--- src/rtl/arb_req_agent_if.sv ---
`default_nettype none
// ============================================================================
// Module      : arb_req_agent_if
// Description : Arbiter request/grant lines plus the shared data-bus
//               handshake used by arb_req_agent.
//                 req_out   agent -> arbiter  per-client request lines
//                 gnt_in    arbiter -> agent  one-hot grant (combinational)
//                 bus_valid agent -> sink     a beat is presented
//                 bus_ready sink -> agent     sink accepts the beat
//                 bus_owner agent -> sink     client index owning the burst
//                 bus_beat  agent -> sink     beat index 0..BEATS-1
//                 bus_last  agent -> sink     final beat of the burst
//               Modports: master (agent side), slave (arbiter/sink side).
// Revision    : 1.0 - initial release
// ============================================================================
interface arb_req_agent_if #(
  parameter int N_CLI  = 4,
  parameter int BEAT_W = 2
);
  localparam int OWN_W = $clog2(N_CLI);

  logic [N_CLI-1:0]  req_out;
  logic [N_CLI-1:0]  gnt_in;
  logic              bus_valid;
  logic              bus_ready;
  logic [OWN_W-1:0]  bus_owner;
  logic [BEAT_W-1:0] bus_beat;
  logic              bus_last;

  modport master (
    output req_out,
    input  gnt_in,
    output bus_valid,
    input  bus_ready,
    output bus_owner,
    output bus_beat,
    output bus_last
  );

  modport slave (
    input  req_out,
    output gnt_in,
    input  bus_valid,
    output bus_ready,
    input  bus_owner,
    input  bus_beat,
    input  bus_last
  );
endinterface
`default_nettype wire

--- src/rtl/arb_req_agent.sv ---
`default_nettype none
// ============================================================================
// Module      : arb_req_agent
// Description : Requester-side companion to a 4-way round-robin arbiter.
//               Counts pending requests per client, raises request lines
//               while idle, samples the arbiter's grant and runs a
//               fixed-length valid/ready burst for the granted client.
//               Requests are withheld during a burst and its trailing gap
//               so the arbiter rotates exactly once per transaction.
// Ports       : clk, rst       clock / asynchronous active-high reset
//               push           per-client one-cycle request pulses
//               bus            arb_req_agent_if.master (arbiter + data bus)
//               busy           FSM not idle
//               ovf            sticky per-client push-while-full flag
//               gnt_err        sticky grant-protocol error
// Options     : `define ARB_GNT_CHECK_EN enables grant-protocol checking;
//               otherwise gnt_err is tied to 0.
// Revision    : 1.0 - initial release
// ============================================================================
module arb_req_agent #(
  parameter int N_CLI = 4,
  parameter int BEATS = 4,
  parameter int CNT_W = 3
) (
  input  wire               clk,
  input  wire               rst,
  input  wire [N_CLI-1:0]   push,
  arb_req_agent_if.master   bus,
  output logic              busy,
  output logic [N_CLI-1:0]  ovf,
  output logic              gnt_err
);

  localparam int OWN_W  = $clog2(N_CLI);
  localparam int BEAT_W = (BEATS > 1) ? $clog2(BEATS) : 1;

  localparam logic [CNT_W-1:0]  c_cnt_max   = '1;
  localparam logic [BEAT_W-1:0] c_last_beat = BEAT_W'(BEATS - 1);

  typedef enum logic [1:0] {
    S_IDLE  = 2'd0,
    S_BURST = 2'd1,
    S_GAP   = 2'd2
  } state_t;

  state_t            r_state, w_state_nxt;
  logic [OWN_W-1:0]  r_owner, w_owner_nxt;
  logic [BEAT_W-1:0] r_beat,  w_beat_nxt;

  logic [N_CLI-1:0]  w_pend;     // client has at least one pending request
  logic [N_CLI-1:0]  w_req;      // request lines as driven to the arbiter
  logic [N_CLI-1:0]  w_g;        // grants that match an active request
  logic [N_CLI-1:0]  w_dec;      // client whose grant is accepted this cycle
  logic              w_sel_vld;
  logic [OWN_W-1:0]  w_sel_idx;
  logic              w_last;

  // Requests are only exposed in IDLE, so any grant seen in BURST/GAP is
  // masked away here and therefore ignored.
  assign w_req = (r_state == S_IDLE) ? w_pend : '0;
  assign w_g   = bus.gnt_in & w_req;

  // Lowest set bit of the qualified grant wins; scanning downward lets the
  // last assignment be the lowest index.
  always_comb begin
    w_sel_vld = 1'b0;
    w_sel_idx = '0;
    for (int i = N_CLI - 1; i >= 0; i--) begin
      if (w_g[i]) begin
        w_sel_vld = 1'b1;
        w_sel_idx = OWN_W'(i);
      end
    end
  end

  // --------------------------------------------------------------------------
  // Per-client pending counters and overflow flags
  // --------------------------------------------------------------------------
  for (genvar gi = 0; gi < N_CLI; gi++) begin : g_cli
    logic [CNT_W-1:0] r_cnt;
    logic             r_ovf;
    logic             w_full;
    logic             w_inc;

    assign w_dec[gi] = w_sel_vld && (w_sel_idx == OWN_W'(gi));
    assign w_full    = (r_cnt == c_cnt_max);
    // A push into a full counter still counts when a grant frees a slot in
    // the same cycle; the net effect is no change and no overflow.
    assign w_inc     = push[gi] && (!w_full || w_dec[gi]);

    always_ff @(posedge clk or posedge rst) begin
      if (rst) begin
        r_cnt <= '0;
        r_ovf <= 1'b0;
      end else begin
        if (w_inc && !w_dec[gi]) begin
          r_cnt <= r_cnt + CNT_W'(1);
        end else if (w_dec[gi] && !w_inc) begin
          r_cnt <= r_cnt - CNT_W'(1);
        end
        if (push[gi] && w_full && !w_dec[gi]) begin
          r_ovf <= 1'b1;
        end
      end
    end

    assign w_pend[gi] = |r_cnt;
    assign ovf[gi]    = r_ovf;
  end

  // --------------------------------------------------------------------------
  // Transaction FSM
  // --------------------------------------------------------------------------
  always_ff @(posedge clk or posedge rst) begin
    if (rst) begin
      r_state <= S_IDLE;
      r_owner <= '0;
      r_beat  <= '0;
    end else begin
      r_state <= w_state_nxt;
      r_owner <= w_owner_nxt;
      r_beat  <= w_beat_nxt;
    end
  end

  assign w_last = (r_state == S_BURST) && (r_beat == c_last_beat);

  always_comb begin
    w_state_nxt = r_state;
    w_owner_nxt = r_owner;
    w_beat_nxt  = r_beat;
    case (r_state)
      S_IDLE: begin
        if (w_sel_vld) begin
          w_owner_nxt = w_sel_idx;
          w_beat_nxt  = '0;
          w_state_nxt = S_BURST;
        end
      end
      S_BURST: begin
        // bus_valid is held high throughout BURST, so ready alone means a
        // beat transfers. The index stays at the last beat after the final
        // transfer so it can be observed during GAP/IDLE.
        if (bus.bus_ready) begin
          if (w_last) begin
            w_state_nxt = S_GAP;
          end else begin
            w_beat_nxt = r_beat + BEAT_W'(1);
          end
        end
      end
      S_GAP: begin
        w_state_nxt = S_IDLE;
      end
      default: begin
        w_state_nxt = S_IDLE;
      end
    endcase
  end

  assign bus.req_out   = w_req;
  assign bus.bus_valid = (r_state == S_BURST);
  assign bus.bus_last  = w_last;
  assign bus.bus_owner = r_owner;
  assign bus.bus_beat  = r_beat;
  assign busy          = (r_state != S_IDLE);

  // --------------------------------------------------------------------------
  // Grant-protocol checker
  // --------------------------------------------------------------------------
`ifdef ARB_GNT_CHECK_EN
  logic r_gnt_err;
  logic w_multi;
  logic w_stray;

  // x & (x-1) clears the lowest set bit; anything left means >1 bit set.
  assign w_multi = |(bus.gnt_in & (bus.gnt_in - N_CLI'(1)));
  assign w_stray = |(bus.gnt_in & ~w_req);

  always_ff @(posedge clk or posedge rst) begin
    if (rst) begin
      r_gnt_err <= 1'b0;
    end else if ((r_state == S_IDLE) && (w_multi || w_stray)) begin
      r_gnt_err <= 1'b1;
    end
  end

  assign gnt_err = r_gnt_err;
`else
  assign gnt_err = 1'b0;
`endif

endmodule
`default_nettype wire
--- src/flat_wrapper.sv ---
// flat-port wrapper written by rule: the top's interface ports become plain ports
module arb_req_agent_flat 
#(
  parameter int N_CLI = 4,
  parameter int BEATS = 4,
  parameter int CNT_W = 3
)
  (clk, rst, push, busy, ovf, gnt_err, bus_req_out, bus_gnt_in, bus_bus_valid, bus_bus_ready, bus_bus_owner, bus_bus_beat, bus_bus_last);
  arb_req_agent_if #(.N_CLI(N_CLI)) bus_i ();
  input  wire clk;
  input  wire rst;
  input  wire [N_CLI-1:0] push;
  output logic busy;
  output logic [N_CLI-1:0] ovf;
  output logic gnt_err;
  output wire logic [$bits(bus_i.req_out)-1:0] bus_req_out;
  input wire logic [$bits(bus_i.gnt_in)-1:0] bus_gnt_in;
  output wire logic [$bits(bus_i.bus_valid)-1:0] bus_bus_valid;
  input wire logic [$bits(bus_i.bus_ready)-1:0] bus_bus_ready;
  output wire logic [$bits(bus_i.bus_owner)-1:0] bus_bus_owner;
  output wire logic [$bits(bus_i.bus_beat)-1:0] bus_bus_beat;
  output wire logic [$bits(bus_i.bus_last)-1:0] bus_bus_last;
  assign bus_req_out = bus_i.req_out;
  assign bus_i.gnt_in = bus_gnt_in;
  assign bus_bus_valid = bus_i.bus_valid;
  assign bus_i.bus_ready = bus_bus_ready;
  assign bus_bus_owner = bus_i.bus_owner;
  assign bus_bus_beat = bus_i.bus_beat;
  assign bus_bus_last = bus_i.bus_last;
  arb_req_agent #(.N_CLI(N_CLI), .BEATS(BEATS), .CNT_W(CNT_W)) u_core (.clk(clk), .rst(rst), .push(push), .bus(bus_i), .busy(busy), .ovf(ovf), .gnt_err(gnt_err));
endmodule
--- config.mk ---
export PLATFORM = sky130hd
export DESIGN_NAME = arb_req_agent_flat
export DESIGN_NICKNAME = d
export VERILOG_FILES = /design/src/rtl/arb_req_agent_if.sv /design/src/rtl/arb_req_agent.sv /design/src/flat_wrapper.sv
export SDC_FILE = /design/constraint.sdc
export NUM_CORES = 1
export LEC_CHECK = 0
export CORE_AREA = 2 2 55 57
export CTS_CLUSTER_DIAMETER = 40
export CTS_CLUSTER_SIZE = 8
export DETAILED_ROUTE_END_ITERATION = 10
export DIE_AREA = 0 0 57 59
export PLACE_DENSITY = 0.75
export SYNTH_ARGS = -nofsm -noshare
export SYNTH_HDL_FRONTEND = slang
export SYNTH_SLANG_ARGS = --single-unit
--- constraint.sdc ---
create_clock -name clk -period 2.8 [get_ports clk]
set_clock_uncertainty 0.05 [all_clocks]
set_input_delay 0.56 -clock clk [delete_from_list [all_inputs] [get_ports clk]]
set_output_delay 0.56 -clock clk [all_outputs]
set_load 0.01 [all_outputs]
# After elaboration in Yosys (flattened, before gate mapping)

Cells that the tools add are included.

Memories kept: 0
Word-level logic and storage cells: 115
Latch bits: 0
Register bits after elaboration: 22
Bits in writable memories: 0
Memory bits (read-only): 0

Reduce and logical (&&, ||, !) cells: 56
Bitwise gates (word level): 1
Magnitude comparators: 0
Multipliers: 0
Multiplexer cells: 25
Shifts and indexed selects: 0
Add/subtract/negate cells: 9
Eq/ne operators: 13
Divide/modulo/power cells: 0

Operator list:

| operator                                                                | count |
|---|---|
| 1-bit logical AND                                                       | 25 |
| 3-bit 2-to-1 mux                                                        | 8 |
| 2-bit 2-to-1 mux                                                        | 10 |
| 3-bit by 1-bit adder with 3-bit output, second input constant           | 4 |
| 3-bit == test, second input constant                                    | 4 |
| 1-bit zero test                                                         | 12 |
| 2-bit nonzero test                                                      | 6 |
| 3-bit OR reduction                                                      | 4 |
| 3-bit by 1-bit subtractor with 3-bit output, second input constant      | 4 |
| 2-bit case mux with 2 select lines                                      | 2 |
| 2-bit == test, second input constant                                    | 3 |
| 2-bit by 1-bit inequality test with 1-bit output, second input constant | 3 |
| 4-bit bitwise AND                                                       | 1 |
| 2-bit by 1-bit == test with 1-bit output, second input constant         | 2 |
| 2-bit zero test                                                         | 2 |
| 1-bit logical OR                                                        | 4 |
| 1-bit 2-to-1 mux                                                        | 4 |
| 4-bit 2-to-1 mux                                                        | 1 |
| 4-bit AND reduction                                                     | 1 |
| 3-bit AND reduction                                                     | 1 |
| 2-bit by 1-bit adder with 2-bit output, second input constant           | 1 |
| 2-bit inequality test, second input constant                            | 1 |
| 2-bit AND reduction                                                     | 1 |

# Logic depth before layout (Yosys ltp)

Gate-level depths: netlist (run 1).

Depth in word-level cells: 15
Depth in mapped cells: 10
Depth with buffers taken out: 10

# Least setup slack after synthesis (run 1)

OpenSTA, ideal clock, no wires.

Path kind: register to register
Start: register u_core.g_cli[0].r_cnt[1]
End: register u_core.g_cli[3].r_cnt[2]
Arrival time: 2.422 ns
Clock period less this slack: 2.551 ns
Cell stages (with the launch flop): 11
Slack: 0.249 ns
Path buffers: 0
Setup time: 0.079 ns
Path through: dfrtp_1 > or3_4 > a32oi_4 > nand3_2 > a21boi_1 > ha_1 > inv_1 > fa_1 > xor2_1 > nor2_1 > xor2_1

Cells in the longest elaborated chain, start to end: 11
Elaborated cells between the ends (all ways): 15
Classes of those cells: eq/ne (1); mux (4); bitwise (1); reduce/logical (9)

Ends and longest elaborated chain:

| item                                | line                 | text |
|---|---|---|
| from (decl)                         | arb_req_agent.sv:80  | `logic [CNT_W-1:0] r_cnt;` |
| from (signal assigned)              | arb_req_agent.sv:97  | `r_cnt <= r_cnt + CNT_W'(1);` |
| from (signal assigned)              | arb_req_agent.sv:99  | `r_cnt <= r_cnt - CNT_W'(1);` |
| 3-bit OR reduction *                | arb_req_agent.sv:107 | `assign w_pend[gi] = \|r_cnt;` |
| 4-bit 2-to-1 mux *                  | arb_req_agent.sv:60  | `assign w_req = (r_state == S_IDLE) ? w_pend : '0;` |
| 4-bit bitwise AND *                 | arb_req_agent.sv:61  | `assign w_g = bus.gnt_in & w_req;` |
| 2-bit 2-to-1 mux                    | arb_req_agent.sv:69  | `if (w_g[i]) begin` |
| 2-bit == test                       | arb_req_agent.sv:85  | `assign w_dec[gi] = w_sel_vld && (w_sel_idx == OWN_W'(gi));` |
| 1-bit logical AND *                 | arb_req_agent.sv:85  |  |
| 1-bit logical OR                    | arb_req_agent.sv:89  | `assign w_inc = push[gi] && (!w_full \|\| w_dec[gi]);` |
| 1-bit logical AND                   | arb_req_agent.sv:89  |  |
| 1-bit zero test                     | arb_req_agent.sv:98  | `end else if (w_dec[gi] && !w_inc) begin` |
| 1-bit logical AND                   | arb_req_agent.sv:98  |  |
| 2-bit nonzero test (no source line) | -                    |  |
| to (signal assigned)                | arb_req_agent.sv:97  |  |
| to (signal assigned)                | arb_req_agent.sv:99  |  |
| to (decl)                           | arb_req_agent.sv:80  |  |

Every way passes the cells marked *; elsewhere a longest branch is shown, timed or not.
A chain may end at the register's enable or synchronous reset.

# Final worst setup path (run 1)

Start: input bus_gnt_in[1]
End: register u_core.g_cli[2].r_cnt[2]

Cells in the longest elaborated chain, start to end: 10
Elaborated cells between the ends (all ways): 15
Classes of those cells: eq/ne (1); mux (5); bitwise (1); reduce/logical (8)

Ends and longest elaborated chain:

| item                                | line                | text |
|---|---|---|
| from (decl)                         | flat_wrapper.sv:17  | `input wire logic [$bits(bus_i.gnt_in)-1:0] bus_gnt_in;` |
| 4-bit bitwise AND *                 | arb_req_agent.sv:61 |  |
| 2-bit 2-to-1 mux (2 in series)      | arb_req_agent.sv:69 |  |
| 2-bit == test                       | arb_req_agent.sv:85 |  |
| 1-bit logical AND *                 | arb_req_agent.sv:85 |  |
| 1-bit logical OR                    | arb_req_agent.sv:89 |  |
| 1-bit logical AND                   | arb_req_agent.sv:89 |  |
| 1-bit zero test                     | arb_req_agent.sv:98 |  |
| 1-bit logical AND                   | arb_req_agent.sv:98 |  |
| 2-bit nonzero test (no source line) | -                   |  |
| to (signal assigned)                | arb_req_agent.sv:97 |  |
| to (signal assigned)                | arb_req_agent.sv:99 |  |
| to (decl)                           | arb_req_agent.sv:80 |  |

Marked as above.

==> results of run 1 <==
through the flow:
| step | util (%) | instances |
|---|---|---|
| 6_report | 63.5 | 189 |
| 5_1_grt | 63.5 | 189 |
| 4_1_cts | 62.7 | 188 |
| 3_5_place_dp | 61.4 | 184 |
| 3_3_place_gp | 61.4 | 184 |
| 2_1_floorplan | - | 121 |
cell type report:
type	count	area share, %
Clock buffer	4	2.11
Inverter	10	2.18
Multi-Input combinational cell	84	41.3
Sequential cell	22	32.0
Tap cell	31	2.25
Timing Repair Buffer	38	20.2
per-layer routing:
metal | vias to the layer above | share of wire, % | global-route usage [%]
met5 | - | 0 | 0
met4 | 0 | 1.1 | 3.99
met3 | 4 | 4.2 | 5.02
met2 | 16 | 52 | 28.6
met1 | 490 | 43 | 21.4
li1 | 491 | - | -
cells by family (layout without fill, tap and decap cells):
family | after synthesis | count (layout)
flip-flops | 22 | 22
multiplexers | 4 | 4
buffers and inverters | 15 | 52
AND/OR/NAND/NOR | 40 | 40
adder cells (fa/ha/maj) | 9 | 9
AO/OA/AOI/OAI | 18 | 18
XOR/XNOR | 12 | 12
other | 1 | 1
placed cells by master, fill, tap and decap left out, types with 5 or more instances in the layout:
cell and n:
nand3_1 5, inv_1 10, and2_1 6, buf_4 13, ha_1 5, clkdlybuf4s50_1 25
xor2_1 8, nor2_1 5, dfrtp_1 22
worst min path at each step:
stage / startpoint / endpoint / slack (ns)
3_3_place_gp: u_core.g_cli[2].r_ovf / u_core.g_cli[2].r_ovf / 0.39
2_1_floorplan: u_core.g_cli[1].r_ovf / u_core.g_cli[1].r_ovf / 0.38
4_1_cts: u_core.g_cli[1].r_ovf / u_core.g_cli[1].r_ovf / 0.43
5_1_grt: u_core.g_cli[0].r_ovf / u_core.g_cli[0].r_ovf / 0.45
6_report: u_core.g_cli[1].r_ovf / u_core.g_cli[1].r_ovf / 0.43
3_5_place_dp: u_core.g_cli[1].r_ovf / u_core.g_cli[1].r_ovf / 0.40
worst reg2reg max path: stages, from the launching register on:
cell	delay (ns)
dfrtp_1	0.43
or3_4	0.42
a32oi_4	0.27
a21oi_1	0.12
nor2b_1	0.14
ha_1	0.18
inv_1	0.07
fa_1	0.44
xor2_1	0.16
nor2_1	0.11
xor2_1	0.15
registers in the layout, summed over array words and instances (netlist names):
name / cells
u_core.bus.bus_owner: 2
u_core.bus.bus_beat: 2
u_core.r_state: 2
u_core.g_cli.r_ovf: 4
u_core.g_cli.r_cnt: 12
synth_stat cells, drive strengths merged, types with 2 or more instances:
cell	number
o21ai	2
xor2	8
nand3	6
xnor2	4
and2	6
nor3b	2
nor2b	2
ha	5
a21o	2
or3	5
nand2	4
and3	5
a32oi	2
a31oi	2
buf	5
dfrtp	22
nor2	6
a21boi	2
mux2	4
inv	10
fa	4
power groups by stage:
stage	clock, mW	combinational (mW)	sequential [mW]
floorplan	0	0.650	0.615
global route	0.198	1.13	0.658
CTS	0.182	1.01	0.632
finish	0.175	1.01	0.633
global placement	0	0.961	0.624
detailed placement	0	0.998	0.639
repair_timing:
action / 4_1_cts / 5_1_grt
setup buffers: 0 / 1
endpoints found under the setup margin: 0 / 1
gates resized for setup: 0 / 3
endpoints found under the hold margin: 0 / 0
==> results.yml, run 1 <==
status:
  status: "completed"
place:
  placed_area_um2: 1660
  gp_congestion: 0.789
  portBuffers: 25
  pre_cts_slack_ns: -0.200
  dp_hpwl_um: 2020
finish:
  multiInputGateArea_um2: 711
  layout-drive-gt1-share_pct: 20.3
  postLayoutCellArea_um2: 1720
  antenna_cells: 0
  area_growth_pct: 30.2
  fin_nets: 179
  fillCellCount: 226
  final-seq-area_um2: 551
critical_path:
  crit_start: "bus_gnt_in[1]"
  required_ns: 3.00
  crit_chain: "clkdlybuf4s50_1 > nor3b_1 > buf_4 > a32oi_4 > a21oi_1 > nor2b_1 > ha_1 > inv_1 > fa_1 > xor2_1 > nor2_1 > xor2_1"
  reg2reg_depth: 10
  critPathSlowestCell: "fa_1"
  crit_buf_inv: 3
  critPathMaxFanout: 4
  crit_type: "input pin to register"
  cpPeakStageDelay_ns: 0.44
  path_common_cell: "xor2_1"
  r2r_slack_ns: 0.20
  critical_path.top_delay_family: "buffers and inverters"
  r2r_start: "u_core.g_cli[0].r_cnt[1]"
  cp.depth: 12
  crit_path_end_kind: "register"
  cp.arrival_ns: 2.86
  rr_endpoint: "u_core.g_cli[2].r_cnt[2]"
  start_kind: "input pin"
  crit_end: "u_core.g_cli[2].r_cnt[2]"
grt:
  grt_pass1_wl_um: 4380
  grt_pass1_vias: 984
  grt_remaining_overflow: 0
  grt_max_degree: 23
  grt.total_usage_pct: 16.9
  antenna_found_initial: 0
floorplan:
  fp.dieW_um: 57
  die_y_um: 59
  coreArea_um2: 2710
  dieArea_um2: 3360
  pin_count: 27
  rows: 19
  initial_core_util_pct: 48.8
sta:
  slew_viol_final: 0
  setup_tns_ns: 0
  max_freq_mhz: 376
  setup_violations: 0
  timing.hold.ws_ns: 0.427
  rsz0062_at_grt: "no"
  hold_violations: 0
  finalCriticalPeriod_ns: 2.66
  worstMarginPinSlew_ns: 0.824
  max_slew_margin_pct: 45.0
  layout_setup_ws_ns: 0.140
  fin_crit_sh_pct: 95.0
power:
  p_int_mw: 1.13
  leakage_nw: 0.754
  power.switching_mw: 0.689
  p_clk_share_pct: 9.6
  swShare_pct: 37.8
  p_per_area_nw_per_um2: 1060
  sequentialPowerShare_pct: 34.7
  power_frac_comb_pct: 55.6
  power.total_mw: 1.82
  ir_worst_vdd_uv: 735
synthesis:
  ys_seq_area_share_pct: 41.6
  ys_types: 40
  synth_area_per_cell_um2: 10.9
  synthesis.nets: 141
  ys.flop_type: "dfrtp_1"
  synth_compound_gate_area_share_pct: 12.5
  synth_top_area_share_pct: 41.6
  syn_area_um2: 1320
  yosys.area_share.simple_pct: 17.8
  synthMuxAreaShare_pct: 3.41
  synth-xor-area-share_pct: 7.95
  synth_top_cell_by_area: "dfrtp_1"
  syn_inst: 121
  synthAdderAreaFrac_pct: 10.8
  synth_warnings: 0
  synth_edf_count: 0
  synthTopCellsByArea: "dfrtp_1 (42%), fa_1 (6.1%), xor2_1 (5.3%)"
  synth.ff_latch_count: 22
  synth_top_family_by_area: "simple AND/OR/NAND/NOR gates"
  async_reset_ff_share_pct: 100
run:
  drv_cap: 0
drt:
  ant_nets: 0
  routed_wl_um: 2520
  drt_iter0_drc: 23
  route.detailed.wl_per_inst_um: 13.3
  firstDrtPassIters: 4
  drc: 0
  via_count: 1001
  vias_per_cell: 5.30
hold_path:
  hold_depth: 1
  hp-class: "register to register"
cts:
  h-tree-depth: 1
  cts_tree: "done"
  cts_root_buf: "clkbuf_4"
  numCtsBuffers: 3
  clk_pin_slew_worst_paths_ns: 0.12
  cts_sinks: 22
  ctsHoldBuffers: 0
  cts_buffer_depth: 2
  clkLatencyLatePin_ns: 0.31
Power figures use the tool's default switching activity.
==> inputs of run 2 (changes only) <==
Settings changed: PLACE_DENSITY 0.75 to 0.73.
==> results.yml, run 2 (synthesis gave the netlist of run 1 again) <==
finish:
  layout-drive-gt1-share_pct: 19.2
  top_register: "u_core.g_cli.r_cnt"
  final_common_cell: "clkdlybuf4s50_1"
  postLayoutCellArea_um2: 1700
  area_growth_pct: 28.4
  fin_cells: 187
  fin_nets: 178
  largest_reg_flops: 12
  antenna_cells: 0
  top_regs: "u_core.g_cli.r_cnt x12, u_core.g_cli.r_ovf x4"
  most-common-layout-cells: "clkdlybuf4s50_1 (25), dfrtp_1 (22), buf_4 (12), inv_1 (10), xor2_1 (8)"
hold_path:
  hp-class: "register to register"
  hold_depth: 1
  min_from: "u_core.g_cli[2].r_ovf"
  hold_end: "u_core.g_cli[2].r_ovf"
cts:
  cts_buffer_depth: 2
  clkLatencyLatePin_ns: 0.30
  numCtsBuffers: 3
  h-tree-depth: 1
  cts_setup_buffers: 0
  cts_sinks: 22
  cts_tree: "done"
  ctsHoldBuffers: 0
  clk_pin_slew_worst_paths_ns: 0.11
  cts_root_buf: "clkbuf_4"
drt:
  via_count: 976
  firstDrtPassIters: 4
  ant_nets: 0
  drc: 0
  routed_wl_um: 2450
  route.detailed.wl_per_inst_um: 13.1
  vias_per_cell: 5.22
  drt_iter0_drc: 22
critical_path:
  reg2reg_depth: 10
  crit_type: "input pin to register"
  critPathMaxFanout: 4
  rr_endpoint: "u_core.g_cli[3].r_cnt[2]"
  required_ns: 2.98
  cp.depth: 12
  crit_path_end_kind: "register"
  crit_chain: "clkdlybuf4s50_1 > nor3b_1 > buf_4 > a32oi_4 > nand3_2 > a21boi_2 > ha_2 > inv_1 > fa_1 > xor2_1 > nor2_1 > xor2_1"
  cp.arrival_ns: 2.85
  critPathSlowestCell: "clkdlybuf4s50_1"
  r2r_start: "u_core.g_cli[0].r_cnt[1]"
  cpPeakStageDelay_ns: 0.44
  path_common_cell: "xor2_1"
  critical_path.top_delay_family: "buffers and inverters"
  start_kind: "input pin"
  crit_buf_inv: 3
  r2r_slack_ns: 0.17
sta:
  worstMarginPinSlew_ns: 0.832
  max_slew_margin_pct: 44.5
  rsz0062_at_grt: "yes"
  timing.hold.ws_ns: 0.425
  hold_violations: 0
  finalCriticalPeriod_ns: 2.68
  setup_violations: 0
  fin_crit_sh_pct: 95.7
  setup_tns_ns: 0
  slew_viol_final: 0
  max_freq_mhz: 373
grt:
  grt_max_degree: 23
  antenna_found_initial: 0
  grt.total_usage_pct: 15.9
  grt_remaining_overflow: 0
  grt_pass1_vias: 1013
  grt_pass1_wl_um: 4180
floorplan:
  rows: 19
  coreArea_um2: 2710
  dieArea_um2: 3360
  fp.dieW_um: 57
  pin_count: 27
  die_y_um: 59
  initial_core_util_pct: 48.8
place:
  dp_hpwl_um: 1980
  dpl.cell_count: 184
  placed_area_um2: 1660
  gp_congestion: 0.813
  portBuffers: 25
power:
  p_per_area_nw_per_um2: 1050
  ir_worst_vdd_uv: 698
  power.total_mw: 1.78
  leakage_nw: 0.739
run:
  drv_cap: 0
status:
  status: "completed"
## run 2: layout make-up
cell class | instances | area [µm²]
Fill cell | 241 | 1010
Clock buffer | 3 | 22.5
Inverter | 10 | 37.5
Tap cell | 31 | 38.8
Sequential cell | 22 | 551
Multi-Input combinational cell | 84 | 708
Timing Repair Buffer | 37 | 340
## run 2: what timing repair did
| item | 4_1_cts | 5_1_grt |
|---|---|---|
| setup endpoints to repair | 0 | 2 |
| endpoints found under the hold margin | 0 | 0 |
| resized for setup | 0 | 3 |
## run 2: per-layer routing
| metal | vias up | global-route usage, % | share of wire [%] |
|---|---|---|---|
| met1 | 467 | 20.4 | 44 |
| met2 | 18 | 27.3 | 51 |
| met4 | 0 | 6.64 | 0.86 |
| met5 | - | 0 | 0 |
| met3 | 2 | 2.18 | 4.5 |
| li1 | 489 | - | - |
## run 2: worst max-delay path by stage
| stage | from | slack (ns) | to |
|---|---|---|---|
| 4_1_cts | bus_gnt_in[1] | 0.08 | u_core.g_cli[3].r_cnt[2] |
| 3_3_place_gp | bus_gnt_in[1] | -0.15 | u_core.g_cli[3].r_cnt[2] |
| 3_5_place_dp | bus_gnt_in[1] | -0.24 | u_core.g_cli[3].r_cnt[2] |
| 5_1_grt | bus_gnt_in[1] | -0.006 | u_core.g_cli[2].r_cnt[2] |
| 6_report | bus_gnt_in[1] | 0.12 | u_core.g_cli[3].r_cnt[2] |
| 2_1_floorplan | u_core.g_cli[0].r_cnt[1] | 0.25 | u_core.g_cli[3].r_cnt[2] |
## run 2: worst register-to-register path, cell delays in order (launching register included)
cell and delay (ns):
dfrtp_1 0.45, or3_4 0.42, a32oi_4 0.28, nand3_2 0.12
a21boi_2 0.14, ha_2 0.19, inv_1 0.05, fa_1 0.44
xor2_1 0.16, nor2_1 0.11, xor2_1 0.16
## run 2: through the flow
step,worst slack (ns),utilization [%]
5_1_grt,-0.00647,62.6
3_3_place_gp,-0.149,61.4
3_5_place_dp,-0.239,61.4
4_1_cts,0.0822,62.2
6_report,0.120,62.6
2_1_floorplan,0.249,-
## run 2: report_power, final
group          internal [mW]  switching, mW
sequential             0.477          0.153
clock                 0.0501         0.0884
combinational          0.573          0.437
